==> src/rtl/seq_mag_comparator.sv <==
// ---------------------------------------------------------------------------
// seq_mag_comparator
// Multi-cycle magnitude comparator. Compares two WIDTH-bit operands one
// DIGIT-bit slice per clock, most-significant slice first, and stops at the
// first slice that differs. Signed mode maps both operands to offset binary
// so that a plain unsigned slice compare yields the two's-complement order.
//
// Ports
//   clk          rising-edge clock
//   rst_n        asynchronous active-low reset
//   start        request, sampled only when idle
//   signed_mode  1 = two's-complement compare, sampled with start
//   a, b         operands, sampled with start
//   busy         high while a comparison is running
//   done         one-cycle pulse, result flags valid
//   a_eq_b       A == B
//   a_gt_b       A >  B
//   a_lt_b       A <  B
// ---------------------------------------------------------------------------
module seq_mag_comparator #(
  parameter int unsigned WIDTH = 16,
  parameter int unsigned DIGIT = 4
) (
  input  logic             clk,
  input  logic             rst_n,
  input  logic             start,
  input  logic             signed_mode,
  input  logic [WIDTH-1:0] a,
  input  logic [WIDTH-1:0] b,
  output logic             busy,
  output logic             done,
  output logic             a_eq_b,
  output logic             a_gt_b,
  output logic             a_lt_b
);

  localparam int unsigned NDIG = WIDTH / DIGIT;
  localparam int unsigned IDXW = (NDIG > 1) ? $clog2(NDIG) : 1;
  localparam logic [WIDTH-1:0] SIGN_BIT = WIDTH'(1) << (WIDTH - 1);

  typedef enum logic {
    S_IDLE = 1'b0,
    S_RUN  = 1'b1
  } state_t;

  state_t            r_state;
  logic [WIDTH-1:0]  r_a;
  logic [WIDTH-1:0]  r_b;
  logic [IDXW-1:0]   r_idx;
  logic              r_done;
  logic              r_eq;
  logic              r_gt;
  logic              r_lt;

  state_t            w_state_nxt;
  logic [WIDTH-1:0]  w_a_nxt;
  logic [WIDTH-1:0]  w_b_nxt;
  logic [IDXW-1:0]   w_idx_nxt;
  logic              w_done_nxt;
  logic              w_eq_nxt;
  logic              w_gt_nxt;
  logic              w_lt_nxt;
  logic [DIGIT-1:0]  w_slice_a;
  logic [DIGIT-1:0]  w_slice_b;

  // Current slice of the captured operands
  assign w_slice_a = DIGIT'(r_a >> (32'(r_idx) * DIGIT));
  assign w_slice_b = DIGIT'(r_b >> (32'(r_idx) * DIGIT));

  // State and datapath registers
  always_ff @(posedge clk or negedge rst_n) begin
    if (!rst_n) begin
      r_state <= S_IDLE;
      r_a     <= '0;
      r_b     <= '0;
      r_idx   <= '0;
      r_done  <= 1'b0;
      r_eq    <= 1'b0;
      r_gt    <= 1'b0;
      r_lt    <= 1'b0;
    end else begin
      r_state <= w_state_nxt;
      r_a     <= w_a_nxt;
      r_b     <= w_b_nxt;
      r_idx   <= w_idx_nxt;
      r_done  <= w_done_nxt;
      r_eq    <= w_eq_nxt;
      r_gt    <= w_gt_nxt;
      r_lt    <= w_lt_nxt;
    end
  end

  // Next-state and next-output logic
  always_comb begin
    w_state_nxt = r_state;
    w_a_nxt     = r_a;
    w_b_nxt     = r_b;
    w_idx_nxt   = r_idx;
    w_done_nxt  = 1'b0;
    w_eq_nxt    = r_eq;
    w_gt_nxt    = r_gt;
    w_lt_nxt    = r_lt;

    case (r_state)
      S_IDLE: begin
        if (start) begin
          // Flipping the sign bit turns signed order into unsigned order
          w_a_nxt     = signed_mode ? (a ^ SIGN_BIT) : a;
          w_b_nxt     = signed_mode ? (b ^ SIGN_BIT) : b;
          w_eq_nxt    = 1'b0;
          w_gt_nxt    = 1'b0;
          w_lt_nxt    = 1'b0;
          w_idx_nxt   = IDXW'(NDIG - 1);
          w_state_nxt = S_RUN;
        end
      end
      S_RUN: begin
        if (w_slice_a != w_slice_b) begin
          w_gt_nxt    = (w_slice_a > w_slice_b);
          w_lt_nxt    = (w_slice_a < w_slice_b);
          w_done_nxt  = 1'b1;
          w_state_nxt = S_IDLE;
        end else if (r_idx == '0) begin
          w_eq_nxt    = 1'b1;
          w_done_nxt  = 1'b1;
          w_state_nxt = S_IDLE;
        end else begin
          w_idx_nxt   = r_idx - IDXW'(1);
        end
      end
      default: w_state_nxt = S_IDLE;
    endcase
  end

  assign busy   = (r_state == S_RUN);
  assign done   = r_done;
  assign a_eq_b = r_eq;
  assign a_gt_b = r_gt;
  assign a_lt_b = r_lt;

endmodule

==> config.mk <==
export PLATFORM = sky130hd
export DESIGN_NAME = seq_mag_comparator
export DESIGN_NICKNAME = d
export VERILOG_FILES = /design/src/rtl/seq_mag_comparator.sv
export SDC_FILE = /design/constraint.sdc
export NUM_CORES = 1
export LEC_CHECK = 0
export CAP_MARGIN = 25
export CELL_PAD_IN_SITES_DETAIL_PLACEMENT = 0
export CELL_PAD_IN_SITES_GLOBAL_PLACEMENT = 2
export CORE_UTILIZATION = 38
export DETAILED_ROUTE_END_ITERATION = 10
export PLACE_DENSITY_LB_ADDON = 0.1
export SLEW_MARGIN = 10
export SYNTH_ARGS = -nofsm -noshare
export SYNTH_HDL_FRONTEND = slang
export SYNTH_SLANG_ARGS = --single-unit
==> constraint.sdc <==
create_clock -name clk -period 4.31 [get_ports clk]
set_input_delay 0.6465 -clock clk [delete_from_list [all_inputs] [get_ports clk]]
set_output_delay 0.6465 -clock clk [all_outputs]
set_load 0.1 [all_outputs]
==> impl_metrics.yaml <==
yosys:
  syn-instance-count: 130
  syn-cell-area_sq_um: 2000
  synthDistinctLibCells: 31
  ys_ff_latch: 39
  async_reset_ff_share_pct: 100
  seq_area_frac_synth_pct: 48.8
  synth_edf_count: 0
  synthTopCellsByArea: "dfrtp_1 (49%), mux2_4 (18%), mux4_2 (6.8%), mux2_1 (3.4%), ha_1 (3.1%)"
  synth_nets: 171
  syn_area_per_cell_sq_um: 15.4
  synth_commonest_cells: "dfrtp_1 (39), mux2_4 (24), inv_1 (10)"
  synth_top_area_share_pct: 48.8
  yosys.area.top_type: "dfrtp_1"
  yosysMostFrequentCell: "dfrtp_1"
  ys_warn_count: 0
  yosys_most_used_dff: "dfrtp_1"
clock_tree:
  post-cts-setup-buffers: 0
  cts_sinks: 39
  cts_tree: "done"
  cts_buffer_depth: 2
  root_buffer: "clkbuf_8"
  numCtsBuffers: 5
  worstSkewPairLatency_ns: 0.29
  cts_max_level: 2
  cts_resized: 0
  hold_buffers: 0
  cts.clk_slew.worst_paths_ns: 0.08
global_routing:
  grtUsageTotal_pct: 14.7
  grt_pass1_vias: 1198
  grt_max_degree: 40
  grt_pass1_wl_um: 5840
  grt-ovfl-total: 0
  antenna_found_initial: 0
timing:
  hold_violations: 0
  max_freq_ghz: 0.361
  tightest_slew_ns: 0.964
  rsz0062_at_grt: "no"
  finalSetupViolations: 0
  slew_violations: 0
  slew_headroom_pct: 35.5
  finalSetupTns_ns: 0
  skew_ns: 0.00731
  fin_crit_ns: 2.77
  fin_crit_sh_pct: 64.3
critical_path:
  crit_path_max_fanout: 14
  path_cells: "clkdlybuf4s50_1"
  crit_slowest_cell: "clkdlybuf4s50_1"
  crit_type: "flop to output pin"
  critPathTopFamily: "buffers and inverters"
  critical_path_arrival_ns: 2.13
  cp_num_buf_inv: 1
  end_kind: "output pin"
  cp_slowest_stage_delay_ns: 1.22
  critPathLaunchType: "flop"
  critPathRequiredTime_ns: 3.66
floorplan:
  initial_utilization_pct: 39.4
  die_area_sq_um: 5550
  coreArea_sq_um: 5070
  die_x_um: 74.5
  die_h_um: 74.5
  num_io_pins: 41
  rows: 26
finish:
  fin_util_pct: 49.0
  layout.nets: 212
  fin_cells: 241
  drive_gt1_share_pct: 25.1
  diodes: 0
  areaGrowthSynthToFinish_pct: 24.5
detailed_routing:
  totalWireLength_um: 3540
  routed-wl-met3_um: 144
  wl_met2_um: 1650
  drt-initial-drc-count: 54
  met1_length_um: 1710
  highest_layer: "met4"
  vias_per_cell: 4.75
  wl_per_cell_um: 14.7
  dr.pass1.iters: 3
  drc: 0
  dr_total_vias: 1145
  ant_nets: 0
pwr:
  powerDensity_nw_per_um2: 665
  total_leakage_power_nw: 1.09
  ir_drop_uv: 243
worst_hold_path:
  worst_hold_path_type: "primary input to asynchronous set/reset pin"
status:
  status: "finished, final reports clean"
place:
  dp.cells: 234
  io_buffers: 40
  gp_congestion: 0.685
flow_run:
  max_cap_violations: 0
[power breakdown]
part	total (mW)	internal, mW	switching (mW)
sequential	0.636	0.528	0.108
combinational	0.769	0.405	0.364
clock	0.250	0.126	0.124
[cell families (layout without fill, tap and decap cells)]
family	Yosys count	count (layout)	synth area share, %
AOI/OAI and AO/OA	14	14	5.07
xor gates and xnor gates	2	2	0.877
adders and majority gates	5	5	3.13
buffers and inverters	17	58	6.26
DFF	39	39	48.8
muxes	38	38	30.8
and+or+nand+nor	15	15	5.01
[cells in the final DEF, fill, tap and decap left out, types with 3 or more instances in the layout]
cell	instances
dfrtp_1	39
mux4_2	6
clkbuf_8	6
clkdlybuf4s50_1	39
ha_1	5
nor2_1	3
nor3_1	3
a21oi_1	4
inv_1	10
mux2_1	6
mux2_4	24
[sequential cells by signal (all words and copies together) (netlist names)]
signal  flops
busy        1
done        1
r_a        16
r_b        16
a_eq_b      1
a_gt_b      1
a_lt_b      1
r_idx       2
[final cells by class]
| type | instances | area [sq um] |
|---|---|---|
| clock buffers | 6 | 82.6 |
| clock inverters | 1 | 5.00 |
| fillers | 482 | 2590 |
| inverters | 10 | 37.5 |
| multi-input cells | 74 | 897 |
| flip-flops and latches | 39 | 976 |
| well taps | 70 | 87.6 |
| repair buffers | 41 | 403 |
[path summary, 6_finish.rpt]
path                       depth (start not counted)  endpoint  slack (ns)  startpoint
max                                                1      busy        1.54        busy
min                                                1    r_a[6]        0.47       rst_n
max reg2reg                                        5  r_idx[1]        1.83    r_idx[0]
min reg2reg                                        1   r_b[14]        0.49     r_b[14]
max in group asynchronous                          1   r_b[10]        3.28       rst_n
min in group clk                                   1   r_b[14]        0.49     r_b[14]
[per-stage QoR]
stage | hold slack, ns | total power [mW] | worst slack (ns) | instance area (sq um)
after floorplan | 0.351 | 1.28 | 2.25 | 2000
after global placement | 0.472 | 1.41 | 1.65 | 2400
after detailed placement | 0.474 | 1.42 | 1.59 | 2400
after CTS | 0.491 | 1.68 | 1.51 | 2490
after global routing | 0.511 | 1.77 | 1.41 | 2490
final | 0.474 | 1.65 | 1.54 | 2490
[worst register-to-register path, cell delays in order, from the launching register on]
cell      delay (ns)
dfrtp_1         0.76
mux4_2          0.62
ha_1            0.36
nand4_4         0.16
nand2b_1        0.19
a311oi_1        0.29
[per-layer routing]
layer,vias to the layer above,track usage (%)
met2,27,21.4
li1,547,-
met4,0,6.71
met5,-,0
met3,5,4.34
met1,566,20.1
Power figures use the tool's default switching activity.
